[src/rtl/cm162_count_sequencer_if.sv]
// Host command channel for the count sequencer: valid/ready command handshake
// plus the completion report (done/aborted) returned to the host.
interface cm162_count_sequencer_if #(
    parameter int unsigned W = 8
);
    logic         cmd_valid;
    logic         cmd_ready;
    logic [1:0]   cmd_op;
    logic [W-1:0] cmd_data;
    logic         done;
    logic         aborted;

    modport master (
        output cmd_valid,
        output cmd_op,
        output cmd_data,
        input  cmd_ready,
        input  done,
        input  aborted
    );

    modport slave (
        input  cmd_valid,
        input  cmd_op,
        input  cmd_data,
        output cmd_ready,
        output done,
        output aborted
    );
endinterface

[src/rtl/cm162_count_sequencer.sv]
// Sequencer for NSLICE cascaded 4-bit load/count slices: owns the count register,
// runs LOAD/RUN host commands and drives the P/T enable chain across the slices.
module cm162_count_sequencer #(
    parameter int unsigned NSLICE = 2
) (
    input  logic                   clock,
    input  logic                   reset_n,
    cm162_count_sequencer_if.slave cmd,
    input  logic                   en_p,
    input  logic                   en_t,
    input  logic                   abort,
    output logic [4*NSLICE-1:0]    count_q,
    output logic                   busy,
    output logic                   tc,
    output logic                   wrap_pulse
);
    localparam int unsigned W = 4 * NSLICE;

    localparam logic [1:0] OpLoad = 2'b01;
    localparam logic [1:0] OpRun  = 2'b10;

    typedef enum logic [1:0] {
        StIdle = 2'd0,
        StRun  = 2'd1,
        StDone = 2'd2
    } state_e;

    state_e         state_q;
    logic [W-1:0]   remaining_q;
    logic           end_by_abort_q;
    logic           done_q;
    logic           aborted_q;
    logic           wrap_q;

    logic           step;
    logic [NSLICE-1:0] slice_en;
    logic [W-1:0]   count_step;
    logic           carry_out;

    assign step = (state_q == StRun) & en_p & en_t & ~abort;

    // T-chain: a slice advances only when every slice below it sits at 4'hF.
    for (genvar i = 0; i < NSLICE; i++) begin : g_slice
        if (i == 0) begin : g_first
            assign slice_en[i] = step;
        end else begin : g_cascade
            assign slice_en[i] = slice_en[i-1] & (count_q[4*i-1 -: 4] == 4'hF);
        end
        assign count_step[4*i +: 4] = count_q[4*i +: 4] + {3'b000, slice_en[i]};
    end

    assign carry_out = slice_en[NSLICE-1] & (count_q[W-1 -: 4] == 4'hF);

    assign cmd.cmd_ready = (state_q == StIdle);
    assign cmd.done      = done_q;
    assign cmd.aborted   = aborted_q;
    assign busy          = (state_q != StIdle);
    assign tc            = en_t & (&count_q);
    assign wrap_pulse    = wrap_q;

    always_ff @(posedge clock or negedge reset_n) begin
        if (!reset_n) begin
            state_q        <= StIdle;
            count_q        <= '0;
            remaining_q    <= '0;
            end_by_abort_q <= 1'b0;
            done_q         <= 1'b0;
            aborted_q      <= 1'b0;
            wrap_q         <= 1'b0;
        end else begin
            // Completion is reported in the cycle after the DONE state.
            done_q    <= (state_q == StDone);
            aborted_q <= (state_q == StDone) & end_by_abort_q;
            wrap_q    <= carry_out;

            case (state_q)
                StIdle: begin
                    if (cmd.cmd_valid) begin
                        if (cmd.cmd_op == OpLoad) begin
                            count_q        <= cmd.cmd_data;
                            end_by_abort_q <= 1'b0;
                            state_q        <= StDone;
                        end else if (cmd.cmd_op == OpRun) begin
                            end_by_abort_q <= 1'b0;
                            if (cmd.cmd_data == '0) begin
                                state_q <= StDone;
                            end else begin
                                remaining_q <= cmd.cmd_data;
                                state_q     <= StRun;
                            end
                        end
                    end
                end
                StRun: begin
                    if (abort) begin
                        end_by_abort_q <= 1'b1;
                        state_q        <= StDone;
                    end else if (step) begin
                        count_q     <= count_step;
                        remaining_q <= remaining_q - W'(1);
                        if (remaining_q == W'(1)) begin
                            state_q <= StDone;
                        end
                    end
                end
                StDone: begin
                    state_q <= StIdle;
                end
                default: begin
                    state_q <= StIdle;
                end
            endcase
        end
    end
endmodule

[src/flat_wrapper.sv]
// flat-port wrapper written by rule: the top's interface ports become plain ports
module cm162_count_sequencer_flat 
#(
    parameter int unsigned NSLICE = 2
)
  (clock, reset_n, en_p, en_t, abort, count_q, busy, tc, wrap_pulse, cmd_cmd_valid, cmd_cmd_op, cmd_cmd_data, cmd_cmd_ready, cmd_done, cmd_aborted);
  cm162_count_sequencer_if #(.W(8)) cmd_i ();
  input  logic clock;
  input  logic reset_n;
  input  logic en_p;
  input  logic en_t;
  input  logic abort;
  output logic [4*NSLICE-1:0] count_q;
  output logic busy;
  output logic tc;
  output logic wrap_pulse;
  input wire logic [$bits(cmd_i.cmd_valid)-1:0] cmd_cmd_valid;
  input wire logic [$bits(cmd_i.cmd_op)-1:0] cmd_cmd_op;
  input wire logic [$bits(cmd_i.cmd_data)-1:0] cmd_cmd_data;
  output wire logic [$bits(cmd_i.cmd_ready)-1:0] cmd_cmd_ready;
  output wire logic [$bits(cmd_i.done)-1:0] cmd_done;
  output wire logic [$bits(cmd_i.aborted)-1:0] cmd_aborted;
  assign cmd_i.cmd_valid = cmd_cmd_valid;
  assign cmd_i.cmd_op = cmd_cmd_op;
  assign cmd_i.cmd_data = cmd_cmd_data;
  assign cmd_cmd_ready = cmd_i.cmd_ready;
  assign cmd_done = cmd_i.done;
  assign cmd_aborted = cmd_i.aborted;
  cm162_count_sequencer #(.NSLICE(NSLICE)) u_core (.clock(clock), .reset_n(reset_n), .cmd(cmd_i), .en_p(en_p), .en_t(en_t), .abort(abort), .count_q(count_q), .busy(busy), .tc(tc), .wrap_pulse(wrap_pulse));
endmodule
[config.mk]
export PLATFORM = sky130hd
export DESIGN_NAME = cm162_count_sequencer_flat
export DESIGN_NICKNAME = d
export VERILOG_FILES = /design/src/rtl/cm162_count_sequencer_if.sv /design/src/rtl/cm162_count_sequencer.sv /design/src/flat_wrapper.sv
export SDC_FILE = /design/constraint.sdc
export NUM_CORES = 1
export LEC_CHECK = 0
export ABC_AREA = 1
export BUFFER_PORTS_ARGS = -buffer_cell sky130_fd_sc_hd__buf_4
export CORE_AREA = 3 3 59 61
export DETAILED_ROUTE_END_ITERATION = 7
export DIE_AREA = 0 0 62 64
export PLACE_DENSITY = 0.7
export SYNTH_ARGS = -nofsm -noshare
export SYNTH_HDL_FRONTEND = slang
export SYNTH_SLANG_ARGS = --single-unit
[constraint.sdc]
create_clock -name clock -period 3.6 [get_ports clock]
set_input_delay 0.54 -clock clock [delete_from_list [all_inputs] [get_ports clock]]
set_output_delay 0.54 -clock clock [all_outputs]
set_load 0.03 [all_outputs]
**Word-level counts from Yosys, hierarchy flattened**

Index checks and enable logic that the tools add are counted.

- Equality and inequality tests: 18
- Bitwise operators: 8
- Muxes and demuxes: 25
- Add/subtract/negate cells: 3
- Reductions and logical operators: 9

Operator list:

| cell | number |
|---|---|
| 8-bit 2-to-1 mux | 10 |
| 8-bit one-hot mux with 2 select lines | 2 |
| 2-bit 2-to-1 mux | 7 |
| 2-bit inequality test, second input constant | 5 |
| 4-bit by 1-bit adder with 4-bit output | 2 |
| 4-bit equality test, second input constant | 2 |
| 8-bit by 1-bit equality test with 1-bit output, second input constant | 1 |
| 8-bit zero test | 1 |
| 4-bit AND reduction | 2 |
| 8-bit AND reduction | 1 |
| 8-bit by 1-bit subtractor with 8-bit output, second input constant | 1 |
| 1-bit bitwise AND | 7 |
| 7-bit AND reduction | 1 |
| 2-bit by 1-bit inequality test with 1-bit output, second input constant | 3 |
| 5-bit AND reduction | 1 |
| 2-bit by 1-bit equality test with 1-bit output, second input constant | 2 |
| 2-bit equality test, second input constant | 2 |
| 1-bit 2-to-1 mux | 4 |
| 2-bit one-hot mux with 2 select lines | 1 |
| 2-bit nonzero test | 2 |
| 3-bit by 1-bit inequality test with 1-bit output, second input constant | 1 |
| 3-bit by 2-bit inequality test with 1-bit output, second input constant | 1 |
| 3-bit inequality test, second input constant | 1 |
| 2-bit zero test | 1 |
| other kinds (2) | 2 |

- Word-level logic and storage cells: 70
- Register bits after elaboration: 22
- Output and inout port bits: 14
- Input port bits: 16

**Logic depth before layout (Yosys ltp)**

Gate-level depths: netlist (run 1).

- Word-level depth: 9
- Gate-level depth with buffers: 12
- Mapped depth without buffers: 12

**Worst setup path after synthesis (run 1)**

OpenSTA, ideal clock, no wires.

- Kind: reg2out
- Start: register u_core.count_q[2]
- End: output tc
- Buffers on the path: 0
- Slack: 1,540 ps
- Arrival: 1,520 ps
- Data required time: 3,060 ps
- Cell stages (with the launch flop): 3
- Cells stage by stage: dfrtp_1 > nand4_1 > nor3b_1

- Cells in the longest elaborated chain, start to end: 2

RTL lines:

| element | RTL line | RTL |
|---|---|---|
| start: declaration | cm162_count_sequencer.sv:12 | `output logic [4*NSLICE-1:0] count_q,` |
| start signal: assignment | cm162_count_sequencer.sv:80 | `count_q <= cmd.cmd_data;` |
| start signal: assignment | cm162_count_sequencer.sv:99 | `count_q <= count_step;` |
| 8-bit AND reduction | cm162_count_sequencer.sv:58 | `assign tc = en_t & (&count_q);` |
| 1-bit bitwise AND | cm162_count_sequencer.sv:58 |  |
| end: declaration | flat_wrapper.sv:15 | `output logic tc;` |

No other way between the ends.

**Final worst setup path (run 1)**

- Start: register u_core.count_q[3]
- End: output tc

Same word-level chain as after synthesis.

==> impl_metrics.yaml, run 1 <==
status:
  status: "finished, final reports clean"
synth:
  yosys.area.top_type: "dfrtp_1"
  synth_fa_ha_area_share_pct: 6.96
  synth_nets: 226
  synth_top_family_by_area: "simple AND/OR/NAND/NOR gates"
  synth.area.mux_share_pct: 0
  synth_cells: 202
  synth-async-reset-ratio_pct: 100
  ys_seq_area_share_pct: 38.3
  ys_warn_count: 0
  netlist_top_cells_area: "dfrtp_1 38%, nand2_1 22%, ha_1 7.0%, nor2_1 5.5%, o21ai_0 4.5%"
  ys_seq_elements: 22
  synth_xor_area_share_pct: 2.44
  synth_top_area_share_pct: 38.3
  synth.distinct_cells: 28
  synth_edf_count: 0
  ys.flop_type: "dfrtp_1"
  synth-simple-area-share_pct: 35.2
  synth_compound_area_share_pct: 10.1
  netlist_area_um2: 1440
  yosysMostFrequentCell: "nand2_1"
  syn_area_per_cell_um2: 7.12
  synth_commonest_cells: "84 x nand2_1, 22 x dfrtp_1, 21 x nor2_1"
critical_path:
  r2r_cells: 10
  r2r_slack_ps: 1740
  critPathKind: "reg -> out"
  timing.critical_path.cells: "nand4_1 > nor3b_1 > buf_4"
  critPathLaunch: "u_core.count_q[3]"
  slowest_delay_ps: 450
  critPathLaunchType: "register"
  cp_top_family: "flip-flops"
  worstPathArrival_ps: 1390
  cp_num_buf_inv: 1
  worstPathMaxFanout: 4
  slowest_stage: "dfrtp_1"
  r2r-end: "u_core.count_q[6]"
  critPathCaptureType: "output port"
  worstSetupEndpoint: "tc"
  r2r-start: "u_core.state_q[1]"
  required_ps: 3060
  cp.depth: 3
power_and_ir_drop:
  vdd_drop_max_mv: 0.323
  p_leak_nw: 0.968
  power-per-cell-area_nw_per_um2: 791
grt:
  grt_pass1_wl_um: 5570
  grt_max_degree: 23
  antenna_found_initial: 0
  grt-ovfl-total: 0
  use_met2_pct: 27.3
  grt_use_met3_pct: 2.22
  grt_usage_pct: 18.3
  use_met1_pct: 27.2
  grt-busiest-layer: "met2"
  grt_pass1_vias: 1213
clocking:
  clk_latency_ps: 310
  htreeDepth: 1
  cts_tree: "done"
  postCtsSetupBuffers: 0
  post_cts_resized: 0
  cts_root_buffer: "clkbuf_4"
  cts.reportedPaths.clkPinSlew_ps: 130
  cts.sinks: 22
  cts_hold_buf: 0
  clk_path_buf_depth: 2
  numCtsBuffers: 3
sta:
  max_freq_mhz: 518
  setup-tns-final_ps: 0
  finClkSkew_ps: 0.959
  period_needed_ps: 1930
  rsz0062_at_grt: "no"
  setup_viol: 0
  finalMaxSlewViolations: 0
  setup_ws_ps: 1670
  hold_violations: 0
  tightestPinTransition_ps: 487
  max-slew-margin-rel_pct: 67.5
  fin_crit_sh_pct: 53.6
drt:
  avgViaCountPerCell: 4.78
  route.detailed.drc: 0
  firstDrtPassIters: 4
  drtIter0Drc: 92
  totalWireLength_um: 3230
  routedWlPerCell_um: 11.6
  ant_nets: 0
  vias: 1323
min_path:
  holdCritPathClass: "in -> async"
layout:
  syn_to_final_growth_pct: 20.6
  drive_above_1_share_pct: 19.7
  fillers: 319
  nets: 258
  fin_area_um2: 1730
  diodes: 0
placed_design:
  placed_area_um2: 1700
  portBuffers: 29
  place.gp.congestion: 0.869
  place_ws_ps: 1690
  dp_hpwl_um: 2540
die:
  rows: 20
  dieWidth_um: 62
  start_util_pct: 47.5
  coreArea_um2: 3030
  ioPinCount: 30
  die_area_um2: 3970
  die_y_um: 64
flow_run:
  max-cap-violations: 0
==> worst register-to-register path, cell delays in order (launching register included) <==
cell and delay [ps]:
dfrtp_1 420, inv_2 90, nand2_2 180, nor3_4 220, inv_2 80, nor2_1 100, ha_1 180, ha_1 160
xor2_1 130, a21boi_0 90, o21ai_1 140
==> kinds of logic (layout without fill, tap and decap cells) <==
kind of cell | after synthesis | after routing
AO/OA/AOI/OAI | 24 | 24
XOR/XNOR | 4 | 4
adder cells (fa/ha/maj) | 8 | 8
buffers and inverters | 24 | 55
flip-flops | 22 | 22
AND/OR/NAND/NOR | 120 | 120
==> metrics by stage <==
step	instances	hold slack, ps	total power, mW	utilization (%)
after floorplan	202	244	1.01	-
after global placement	273	448	1.23	56.1
after detailed placement	273	448	1.23	56.1
after CTS	277	96.4	1.38	57.3
after global routing	277	94.2	1.51	57.3
final	277	93.4	1.37	57.3
==> final cells by class <==
class | count | area (um2) | share of cell area (%)
Clock buffer | 4 | 36.3 | 2.09
Sequential cell | 22 | 551 | 31.7
Inverter | 22 | 87.6 | 5.05
Tap cell | 44 | 55.1 | 3.17
Multi-Input combinational cell | 156 | 787 | 45.4
Timing Repair Buffer | 29 | 218 | 12.6
==> routing by layer <==
layer	wire (um)	part of all wire, %
met1	1620	50
met2	1490	46
met3	100	3.1
met4	14	0.43
met5	0	0
==> registers in the layout (all words and copies together) (netlist names) <==
register,count
u_core.count_q,8
u_core.remaining_q,8
u_core.state_q,2
u_core.cmd.aborted,1
u_core.cmd.done,1
u_core.end_by_abort_q,1
u_core.wrap_pulse,1
==> power breakdown <==
part           total (mW)  internal, mW  switching, mW
sequential          0.460         0.353          0.108
clock               0.141        0.0618         0.0796
combinational       0.769         0.270          0.499
==> cells in the final DEF, fill, tap and decap left out, drive strengths merged, types with 2 or more instances in the layout <==
cell	instances
buf	29
a21boi	2
nor3	2
o21ai	17
nand4	4
xor2	2
nand2	88
inv	21
a21oi	3
nor2	21
nand3	2
xnor2	2
clkbuf	4
ha	8
dfrtp	22
==> worst min path at each step <==
stage,startpoint,to,slack (ps),cells past startpoint
4_1_cts,reset_n,u_core.count_q[2],100,1
5_1_grt,reset_n,u_core.count_q[2],90,1
3_3_place_gp,reset_n,u_core.count_q[2],450,1
3_5_place_dp,reset_n,u_core.count_q[2],450,1
2_1_floorplan,reset_n,u_core.cmd.aborted,240,0
6_report,reset_n,u_core.count_q[1],90,1
Power figures use the tool's default switching activity.
==> run 2, diff against run 1 <==
==> constraint.sdc (replaced) <==
create_clock -name clock -period 1.9 [get_ports clock]
set_input_delay 0.285 -clock clock [delete_from_list [all_inputs] [get_ports clock]]
set_output_delay 0.285 -clock clock [all_outputs]
set_load 0.03 [all_outputs]
==> impl_metrics.yaml, run 2 (synthesized netlist as in run 1, its figures left out) <==
power_and_ir_drop:
  p_leak_nw: 0.983
  power-per-cell-area_nw_per_um2: 1460
  finalPower_mw: 2.60
  vdd_drop_max_mv: 0.561
critical_path:
  critPathKind: "reg -> reg"
  worstPathArrival_ps: 1980
  required_ps: 2140
  critPathLaunchType: "register"
  worstPathMaxFanout: 4
  critPathCaptureType: "register"
layout:
  final_common_cell: "nand2_1"
  diodes: 0
  final_core_util_pct: 58.6
  largestRegisters: "u_core.count_q (8), u_core.remaining_q (8), u_core.state_q (2)"
  syn_to_final_growth_pct: 23.4
  final_cell_mix: "84 x nand2_1, 33 x buf_4, 22 x dfrtp_1"
  nets: 263
  stdcell_count: 281
  drive_above_1_share_pct: 22.4
min_path:
  holdCritPathClass: "in -> reg"
clocking:
  cts_tree: "done"
  cts.reportedPaths.clkPinSlew_ps: 120
  numCtsBuffers: 3
  cts_root_buffer: "clkbuf_4"
  clk_latency_ps: 300
  clk_path_buf_depth: 2
  cts.sinks: 22
  htreeDepth: 1
sta:
  fin_crit_sh_pct: 91.5
  hold_violations: 0
  setup_ws_ps: 161
  max_freq_mhz: 575
  max-slew-margin-rel_pct: 78.4
  finalMaxSlewViolations: 0
  tightestPinTransition_ps: 323
  setup_viol: 0
  period_needed_ps: 1740
  finClkSkew_ps: 4.83
  whs_ps: 231
placed_design:
  dp.cells: 275
  place.gp.congestion: 0.879
  place_ws_ps: 234
  portBuffers: 29
  dp_hpwl_um: 2540
grt:
  grt_usage_pct: 17.6
  grt_pass1_vias: 1218
  antenna_found_initial: 0
  grt_pass1_wl_um: 5300
  grt-ovfl-total: 0
  grt_max_degree: 23
drt:
  avgViaCountPerCell: 4.83
  drtIter0Drc: 63
  ant_nets: 0
  totalWireLength_um: 3210
  routedWlPerCell_um: 11.4
  route.detailed.drc: 0
  firstDrtPassIters: 4
  vias: 1358
die:
  die_y_um: 64
  start_util_pct: 47.5
  die_area_um2: 3970
  dieWidth_um: 62
  rows: 20
  ioPinCount: 30
  coreArea_um2: 3030
status:
  status: "finished, final reports clean"
flow_run:
  max-cap-violations: 0
## run 2: path summary, 6_finish.rpt
kind,startpoint,end,slack [ps],cells past startpoint
worst max-delay path,u_core.state_q[1],u_core.count_q[6],160,10
max in group asynchronous,reset_n,u_core.remaining_q[4],1280,2
worst min-delay path,abort,u_core.end_by_abort_q,230,3
worst min register to register,u_core.state_q[0],u_core.cmd.done,490,1
worst max register to register,u_core.state_q[1],u_core.count_q[6],160,10
min in group asynchronous,reset_n,u_core.count_q[6],400,2
## run 2: cell type report
type | instances | area (um2)
Fill cell | 294 | 1250
Multi-Input combinational cell | 156 | 801
Sequential cell | 22 | 551
Timing Repair Buffer | 34 | 258
Inverter | 22 | 87.6
Tap cell | 44 | 55.1
Clock buffer | 3 | 22.5
## run 2: timing repair
item | CTS | global route
setup buffers | 0 | 2
resized for setup | 0 | 6
hold endpoints to repair | 22 | 0
hold buffers | 1 | 0
setup endpoints to repair | 0 | 2
## run 2: where the power goes
part / internal [mW] / leakage (nW) / switching, mW
clock network: 0.0738 / 0.0138 / 0.133
logic: 0.552 / 0.690 / 0.967
registers: 0.668 / 0.279 / 0.205
total: 1.29 / 0.983 / 1.31
## run 2: through the flow
stage,TNS [ps],cell area [um2]
after floorplan,0,1440
after global placement,0,1710
after detailed placement,0,1710
after CTS,0,1750
after global routing,-3.96,1770
final,0,1770
## run 2: per-layer routing
metal	global-route usage (%)	part of all wire [%]	up-vias
li1	-	-	708
met1	25.5	49	613
met2	26.9	46	33
met3	1.82	4.2	4
met4	5.57	1.1	0
met5	0	0	-
## run 2: critical path, cell delays in order, from the launching register on
cell,delay [ps]
dfrtp_1,410
inv_2,90
nand2_2,80
nor3_4,230
inv_2,90
nor2_2,90
ha_2,200
ha_1,160
xor2_1,130
a21boi_1,70
o21ai_1,130
==> run 3, diff against run 2 <==
--- a/config.mk
+++ b/config.mk
@@ -7,9 +7,9 @@
 export LEC_CHECK = 0
 export ABC_AREA = 1
 export BUFFER_PORTS_ARGS = -buffer_cell sky130_fd_sc_hd__buf_4
-export CORE_AREA = 3 3 59 61
+export CORE_AREA = 3 3 62 58
 export DETAILED_ROUTE_END_ITERATION = 7
-export DIE_AREA = 0 0 62 64
+export DIE_AREA = 0 0 65 61
 export PLACE_DENSITY = 0.7
 export SYNTH_ARGS = -nofsm -noshare
 export SYNTH_HDL_FRONTEND = slang
==> impl_metrics.yaml, run 3 (synthesized netlist as in run 1, its figures left out) <==
layout:
  diodes: 0
  nets: 260
  largestRegisters: "u_core.count_q (8), u_core.remaining_q (8), u_core.state_q (2)"
  final_common_cell: "nand2_1"
  syn_to_final_growth_pct: 22.8
  fillers: 296
  final_core_util_pct: 58.5
  final_cell_mix: "84 x nand2_1, 30 x buf_4, 22 x dfrtp_1"
  stdcell_count: 277
  drive_above_1_share_pct: 20.0
sta:
  setup_viol: 0
  hold_violations: 0
  setup-tns-final_ps: 0
  period_needed_ps: 1670
  tightestPinTransition_ps: 463
  finalMaxSlewViolations: 0
  fin_crit_sh_pct: 87.8
  max_freq_mhz: 599
  rsz0062_at_grt: "no"
  max-slew-margin-rel_pct: 69.1
  finClkSkew_ps: 13.4
drt:
  route.detailed.drc: 0
  totalWireLength_um: 3170
  ant_nets: 0
  routedWlPerCell_um: 11.4
  avgViaCountPerCell: 4.77
  vias: 1321
  firstDrtPassIters: 4
  drtIter0Drc: 64
die:
  ioPinCount: 30
  start_util_pct: 47.6
  dieWidth_um: 65
  coreArea_um2: 3020
  rows: 19
  die_area_um2: 3970
  die_y_um: 61
power_and_ir_drop:
  vdd_drop_max_mv: 0.848
  power-per-cell-area_nw_per_um2: 1530
  finalPower_mw: 2.70
  p_leak_nw: 0.983
clocking:
  postCtsSetupBuffers: 0
  cts.sinks: 22
  htreeDepth: 1
  cts.reportedPaths.clkPinSlew_ps: 130
  numCtsBuffers: 3
  cts_tree: "done"
  cts_hold_buf: 1
  clk_latency_ps: 320
  clk_path_buf_depth: 2
  post_cts_resized: 0
  cts_root_buffer: "clkbuf_4"
grt:
  grt-ovfl-total: 0
  grt_pass1_vias: 1244
  grt_max_degree: 23
  grt_usage_pct: 18.2
  antenna_found_initial: 0
  grt_pass1_wl_um: 5540
flow_run:
  max-cap-violations: 0
min_path:
  holdCritPathClass: "in -> reg"
critical_path:
  worstPathArrival_ps: 1380
  required_ps: 1620
  critPathCaptureType: "output port"
  worstPathMaxFanout: 5
  critPathKind: "reg -> out"
  critPathLaunchType: "register"
placed_design:
  dp.cells: 272
  dp_hpwl_um: 2470
  portBuffers: 29
  place.gp.congestion: 0.893
status:
  status: "finished, final reports clean"
-- run 3: cell types whose count changed in the layout (fill, tap and decap cells not counted), sizes merged --
cell	previous run	this run
buf	33	30
bufinv	0	1
-- run 3: path summary, 6_finish.rpt --
path / from / end / slack [ps] / cells past startpoint
worst max-delay path: u_core.count_q[2] / tc / 230 / 3
worst min-delay path: abort / u_core.end_by_abort_q / 240 / 3
worst max register to register: u_core.state_q[1] / u_core.count_q[6] / 250 / 10
worst min register to register: u_core.state_q[0] / u_core.cmd.done / 500 / 1
max in group asynchronous: reset_n / u_core.remaining_q[3] / 1280 / 2
min in group asynchronous: reset_n / u_core.count_q[2] / 370 / 2
-- run 3: per-stage QoR --
step           area (um2)  hold slack (ps)  setup WS (ps)
6_report             1770              237            231
5_1_grt              1770              240           65.7
4_1_cts              1770              222            209
3_5_place_dp         1700              192            260
3_3_place_gp         1700              191            312
2_1_floorplan        1440            -10.6           95.4
-- run 3: power breakdown --
part,internal [mW],switching [mW]
Sequential,0.668,0.207
Clock,0.213,0.145
Combinational,0.523,0.943
-- run 3: per-layer routing --
metal | track usage, % | vias to the layer above | wire [um]
met5 | 0 | - | 0
met4 | 3.61 | 0 | 21
met1 | 23.8 | 596 | 1510
met2 | 31.6 | 23 | 1510
li1 | - | 700 | -
met3 | 3.89 | 2 | 123
-- run 3: final cells by class --
class	instances	area, um2	share of cell area (%)
Clock buffer	3	22.5	1.28
Clock inverter	1	30.0	1.70
Inverter	22	87.6	4.96
Multi-Input combinational cell	156	787	44.6
Sequential cell	22	551	31.2
Tap cell	42	52.6	2.98
Timing Repair Buffer	31	235	13.3
-- run 3: critical path, stage by stage, from the launching register on --
cell	delay, ps
dfrtp_1	440
nand4_1	200
nor3b_1	240
buf_4	190
